### src/rtl/tff_count_sequencer_pkg.sv
`default_nettype none
// ============================================================================
// Module   : tff_count_sequencer_pkg
// Purpose  : Shared types and constants for the T flip-flop count sequencer.
//            Holds the controller state encoding and the count direction
//            constants.
// Revision : 1.0 - initial release
// ============================================================================
package tff_count_sequencer_pkg;

    typedef enum logic [1:0] {
        IDLE  = 2'd0,
        CLEAR = 2'd1,
        RUN   = 2'd2,
        DONE  = 2'd3
    } state_t;

    localparam logic MODE_UP   = 1'b1;
    localparam logic MODE_DOWN = 1'b0;

endpackage : tff_count_sequencer_pkg
`default_nettype wire

### src/rtl/tff_count_sequencer_if.sv
`default_nettype none
// ============================================================================
// Module   : tff_count_sequencer_if
// Purpose  : Control/status bundle between the owning control logic (master)
//            and the count sequencer (slave).
// Ports    : start, mode_up, term, hold, ack  - master -> sequencer
//            count, t_en, busy, done          - sequencer -> master
// Revision : 1.0 - initial release
// ============================================================================
interface tff_count_sequencer_if #(
    parameter int WIDTH = 4
);
    logic             start;
    logic             mode_up;
    logic [WIDTH-1:0] term;
    logic             hold;
    logic             ack;
    logic [WIDTH-1:0] count;
    logic [WIDTH-1:0] t_en;
    logic             busy;
    logic             done;

    modport master (
        output start, mode_up, term, hold, ack,
        input  count, t_en, busy, done
    );

    modport slave (
        input  start, mode_up, term, hold, ack,
        output count, t_en, busy, done
    );
endinterface : tff_count_sequencer_if
`default_nettype wire

### src/rtl/tff_count_sequencer_cell.sv
`default_nettype none
// ============================================================================
// Module   : tff_cell
// Purpose  : Single T flip-flop. q toggles on the rising clock edge when t=1
//            and holds otherwise.
// Ports    : clock - rising-edge clock
//            reset - asynchronous active-low reset (q -> 0)
//            t     - toggle enable
//            q     - flip-flop output
// Revision : 1.0 - initial release
// ============================================================================
module tff_cell (
    input  wire logic clock,
    input  wire logic reset,
    input  wire logic t,
    output logic      q
);

    logic r_q;

    always_ff @(posedge clock or negedge reset) begin
        if (!reset) begin
            r_q <= 1'b0;
        end else if (t) begin
            r_q <= ~r_q;
        end
    end

    assign q = r_q;

endmodule : tff_cell
`default_nettype wire

### src/rtl/tff_count_sequencer.sv
`default_nettype none
// ============================================================================
// Module   : tff_count_sequencer
// Purpose  : Sequences a WIDTH-bit counter built from T flip-flop cells.
//            Clears to the start value, counts up or down one step per cycle
//            (frozen by hold) and stops at a programmed terminal value, with a
//            start/done/ack handshake.
// Ports    : clock - rising-edge clock
//            reset - asynchronous active-low reset
//            bus   - slave side of tff_count_sequencer_if
//                    (start, mode_up, term, hold, ack in;
//                     count, t_en, busy, done out)
// Revision : 1.0 - initial release
// ============================================================================
module tff_count_sequencer
    import tff_count_sequencer_pkg::*;
#(
    parameter int WIDTH = 4
) (
    input  wire logic               clock,
    input  wire logic               reset,
    tff_count_sequencer_if.slave    bus
);

    state_t           r_state;
    state_t           w_state_next;
    logic [WIDTH-1:0] r_term_q;
    logic             r_mode_q;

    logic [WIDTH-1:0] w_count;
    logic [WIDTH-1:0] w_t_en;
    logic [WIDTH-1:0] w_sv;
    logic [WIDTH-1:0] w_match;
    logic [WIDTH-1:0] w_step;
    logic             w_at_term;

    // Start value: all-zeros for up, all-ones for down.
    assign w_sv      = (r_mode_q == MODE_DOWN) ? '1 : '0;
    assign w_at_term = (w_count == r_term_q);

    // A bit toggles on a step when every lower bit is 1 (up) or 0 (down).
    // Inverting the count for down mode lets one AND-prefix serve both.
    assign w_match = (r_mode_q == MODE_UP) ? w_count : ~w_count;

    for (genvar i = 0; i < WIDTH; i++) begin : g_step
        if (i == 0) begin : g_lsb
            assign w_step[i] = 1'b1;
        end else begin : g_upper
            assign w_step[i] = &w_match[i-1:0];
        end
    end

    always_ff @(posedge clock or negedge reset) begin
        if (!reset) begin
            r_state  <= IDLE;
            r_term_q <= '0;
            r_mode_q <= MODE_UP;
        end else begin
            r_state <= w_state_next;
            if (r_state == IDLE && bus.start) begin
                r_term_q <= bus.term;
                r_mode_q <= bus.mode_up;
            end
        end
    end

    always_comb begin
        w_state_next = r_state;
        w_t_en       = '0;
        case (r_state)
            IDLE: begin
                if (bus.start) begin
                    w_state_next = CLEAR;
                end
            end
            CLEAR: begin
                // Toggle exactly the bits that differ from the start value.
                w_t_en       = w_count ^ w_sv;
                w_state_next = RUN;
            end
            RUN: begin
                // Terminal check wins over hold.
                if (w_at_term) begin
                    w_state_next = DONE;
                end else if (!bus.hold) begin
                    w_t_en = w_step;
                end
            end
            DONE: begin
                if (bus.ack) begin
                    w_state_next = IDLE;
                end
            end
            default: begin
                w_state_next = IDLE;
            end
        endcase
    end

    for (genvar i = 0; i < WIDTH; i++) begin : g_cell
        tff_cell u_cell (
            .clock (clock),
            .reset (reset),
            .t     (w_t_en[i]),
            .q     (w_count[i])
        );
    end

    assign bus.count = w_count;
    assign bus.t_en  = w_t_en;
    assign bus.busy  = (r_state == CLEAR) || (r_state == RUN);
    assign bus.done  = (r_state == DONE);

endmodule : tff_count_sequencer
`default_nettype wire

### src/flat_wrapper.sv
// flat-port wrapper written by rule: the top's interface ports become plain ports
module tff_count_sequencer_flat import tff_count_sequencer_pkg::*;
#(
    parameter int WIDTH = 4
)
  (clock, reset, bus_start, bus_mode_up, bus_term, bus_hold, bus_ack, bus_count, bus_t_en, bus_busy, bus_done);
  tff_count_sequencer_if #(.WIDTH(WIDTH)) bus_i ();
  input  wire logic clock;
  input  wire logic reset;
  input wire logic [$bits(bus_i.start)-1:0] bus_start;
  input wire logic [$bits(bus_i.mode_up)-1:0] bus_mode_up;
  input wire logic [$bits(bus_i.term)-1:0] bus_term;
  input wire logic [$bits(bus_i.hold)-1:0] bus_hold;
  input wire logic [$bits(bus_i.ack)-1:0] bus_ack;
  output wire logic [$bits(bus_i.count)-1:0] bus_count;
  output wire logic [$bits(bus_i.t_en)-1:0] bus_t_en;
  output wire logic [$bits(bus_i.busy)-1:0] bus_busy;
  output wire logic [$bits(bus_i.done)-1:0] bus_done;
  assign bus_i.start = bus_start;
  assign bus_i.mode_up = bus_mode_up;
  assign bus_i.term = bus_term;
  assign bus_i.hold = bus_hold;
  assign bus_i.ack = bus_ack;
  assign bus_count = bus_i.count;
  assign bus_t_en = bus_i.t_en;
  assign bus_busy = bus_i.busy;
  assign bus_done = bus_i.done;
  tff_count_sequencer #(.WIDTH(WIDTH)) u_core (.clock(clock), .reset(reset), .bus(bus_i));
endmodule
### config.mk
export PLATFORM = sky130hd
export DESIGN_NAME = tff_count_sequencer_flat
export DESIGN_NICKNAME = d
export VERILOG_FILES = /design/src/rtl/tff_count_sequencer_pkg.sv /design/src/rtl/tff_count_sequencer_if.sv /design/src/rtl/tff_count_sequencer_cell.sv /design/src/rtl/tff_count_sequencer.sv /design/src/flat_wrapper.sv
export SDC_FILE = /design/constraint.sdc
export NUM_CORES = 1
export LEC_CHECK = 0
export BUFFER_PORTS_ARGS = -buffer_cell sky130_fd_sc_hd__buf_2
export CORE_MARGIN = 10
export CORE_UTILIZATION = 56
export DETAILED_ROUTE_END_ITERATION = 10
export PLACE_DENSITY = 0.81
export SLEW_MARGIN = 20
export SYNTH_ARGS = -nofsm -noshare
export SYNTH_HDL_FRONTEND = slang
export SYNTH_SLANG_ARGS = --single-unit
### constraint.sdc
create_clock -name clock -period 4.3 [get_ports clock]
set_input_delay 0.86 -clock clock [delete_from_list [all_inputs] [get_ports clock]]
set_output_delay 0.86 -clock clock [all_outputs]
set_load 0.05 [all_outputs]
==> reports/qor.txt <==
===============================================================================================
Tightest Pin Transition                                                                0.421 ns
Number of CTS-inserted buffers                                                                3
Final hold vios                                                                               0
Maximum capacitance violations                                                                0
Mean post-synth cell area                                                              9.18 um2
Type of origin of the critical path                                                primary input
Tcrit/Tclk final                                                                          70.2%
Via-per-instance ratio                                                                     5.47
Clock latency on the worst-skew pair                                                    0.26 ns
Clock skew                                                                          0.000766 ns
TritonCTS sink count                                                                         11
Classification of the worst-slack hold path                                        primary input to asynchronous set/reset pin
Synth Instances                                                                              93
TritonCTS clock tree                                                                        yes
Vias after detailed routing                                                                 656
Wire length of the first global-routing pass                                            2730 um
Setup bufs post-CTS                                                                           0
H-tree depth reported by CTS                                                                  1
Cell at the root of the clock tree                                                     clkbuf_4
Maximum net fanout on the critical path                                                       6
Min Clock Period, post-route                                                            3.02 ns
Overflow left after global routing                                                            0
Req. time, crit path                                                                    3.44 ns
Unrepaired setup endpoints after global routing                                           false
Average detailed-routed wire length per instance                                        14.3 um
Synthesized Nets                                                                            107
Pin count of the biggest net entering global routing                                         16
Worst-path cell with the longest stage delay                                              or3_4
Overall fraction of global-route tracks in use                                            9.53%
Outcome                                                                            finished clean
Dpl hpwl                                                                                1350 um
Post-synth top area share                                                                 29.3%
Max frequency                                                                           331 MHz
Total inserted antenna cells                                                                  0
Via count of the first global-routing pass                                                  634
Worst relative slew slack                                                                 72.0%
Number of DRC markers in iteration 0                                                          8
Post-synth design cell area                                                             853 um2
Total setup violations reported at the end of the flow                                        0
Initial antenna violation count                                                               0
Chip width                                                                              59.0 um
Wire length after detailed routing                                                      1710 um
Cells taking the most area after synthesis                                         dfrtp_1, buf_4, mux2_2, ha_1, xnor2_1
Unique masters post-synth                                                                    35
Antenna-violating nets left                                                                   0
Total number of nets in the final design                                                    119
Critical Path Most Common Cell                                                            buf_2
Input/output buffers                                                                         19
Synthesis-to-layout area growth                                                           6.31%
Setup Total Neg Slack                                                                      0 ns
Number of cell rows                                                                          14
Final GP Congestion                                                                       0.784
Die H                                                                                   59.0 um
Sequential-to-total area share from yosys stat                                            32.4%
Total number of yosys warnings                                                                0
Area of the die                                                                     0.00349 mm2
Clock input transition at the sequential cells of the worst setup and hold paths        0.07 ns
Biggest cell delay along the critical path                                              0.38 ns
Ordered list of cells on the worst path                                            buf_2 > nand2b_1 > a41o_2 > or3_4 > a21boi_0 > buf_2
Detailed Routing Iterations Pass 1                                                            4
Number of buffers between clock root and the deepest sink                                     2
DRC viols                                                                                     0
Nature of the critical path endpoint                                                 output pin
Slew Limit Fails                                                                              0
Crit Path Category                                                                 primary input to output pin
Fraction of layout cells with a size suffix above 1                                       33.7%
Cell type contributing the most total cell area after synthesis                         dfrtp_1
I/O pin count                                                                                20
Data arrival time of the critical path                                                  2.16 ns
Count of hold buffers inserted by post-cts repair                                             0
Synth Register Bits                                                                          11
Post-CTS sizing                                                                               0
Initial core utilization                                                                  58.0%
Core footprint                                                                      0.00147 mm2
===============================================================================================
## sequential cells by signal, summed over array words and instances (netlist names)
signal / flops
u_core.r_state: 2
u_core.g_cell.u_cell.q: 4
u_core.r_term_q: 4
u_core.r_mode_q: 1
## critical path: cells and delay by family
family	cells	cell delay [ns]
buffers and inverters	2	0.37
AND/OR/NAND/NOR	2	0.51
AO/OA/AOI/OAI	2	0.42
## cell usage in the layout, fill, tap and decap left out, types with 2 or more instances in the layout
master and count:
buf_2 19, nor2_1 5, xnor2_1 5, a21oi_1 2, or2_2 2, a21boi_0 3, inv_1 5, clkbuf_4 3
and2_1 3, nand2_1 10, o21ai_0 3, dfrtp_1 10, mux2_2 6, a31oi_1 2, nand2b_1 2, ha_1 4
## stage by stage
stage | worst slack (ns) | std cells | hold WS, ns | instance area [um2] | utilization, %
detailed placement | 1.27 | 116 | 0.527 | 881 | 59.9
global placement | 1.29 | 116 | 0.512 | 881 | 59.9
finish | 1.28 | 120 | 0.447 | 907 | 61.6
global route | 1.20 | 120 | 0.456 | 907 | 61.6
floorplan | 1.48 | 93 | 0.501 | 853 | -
CTS | 1.27 | 120 | 0.454 | 907 | 61.6
## path summary, 6_finish.rpt
kind                                     from                        end  slack [ns]  depth (start not counted)
min reg2reg                u_core.r_term_q[0]         u_core.r_term_q[0]        0.54                          1
min                                     reset          u_core.r_state[1]        0.45                          1
max                                  bus_hold                bus_t_en[3]        1.28                          6
max reg2reg                 u_core.r_state[0]  u_core.g_cell[3].u_cell.q        2.48                          7
max in group asynchronous               reset            u_core.r_mode_q        3.59                          1
min in group clock         u_core.r_term_q[0]         u_core.r_term_q[0]        0.54                          1
## layer usage
layer	global-route usage (%)	part of all wire, %	wire [um]
met2	14.6	44	760
met5	0	0	0
met1	11.7	46	786
met4	2.95	0	0
met3	4.08	9.6	164
## cells in the mapped netlist
library cell   n
dfstp_2        1
ha_1           4
a31o_2         1
a21boi_0       3
nor3_1         1
nand2b_1       2
buf_2          1
inv_1          5
o22ai_1        1
mux2_2         6
a221oi_1       1
nor3b_1        1
nand2_1       10
nand4_1        1
and2_1         3
a41o_1         1
nor3_2         1
dfrtp_1       10
or2_2          2
o21ai_0        3
or3_4          1
o211ai_1       1
a21oi_1        2
or2b_1         1
o21bai_1       1
and3b_1        1
xnor2_1        5
nor2_1         5
xor2_1         1
o21a_1         1
buf_4         11
nor2b_1        1
o32a_1         1
a31oi_1        2
a41o_2         1
## layout make-up
cell class                      instances  area [um2]
Clock buffer                            4        26.3
Fill cell                             134         564
Inverter                                5        18.8
Multi-Input combinational cell         65         470
Sequential cell                        11         277
Tap cell                               16        20.0
Timing Repair Buffer                   19        95.1
## cell families after synthesis
kind of cell    synth area share (%)
flops                           32.4
mux                             7.92
buf+inv                         12.5
xor+xnor                        6.16
compound gates                  16.1
fa+ha+maj                       5.87
simple gates                    19.1
Power is not shown: default switching activity piles up to over one toggle a cycle in this logic, so the estimate is an artifact.
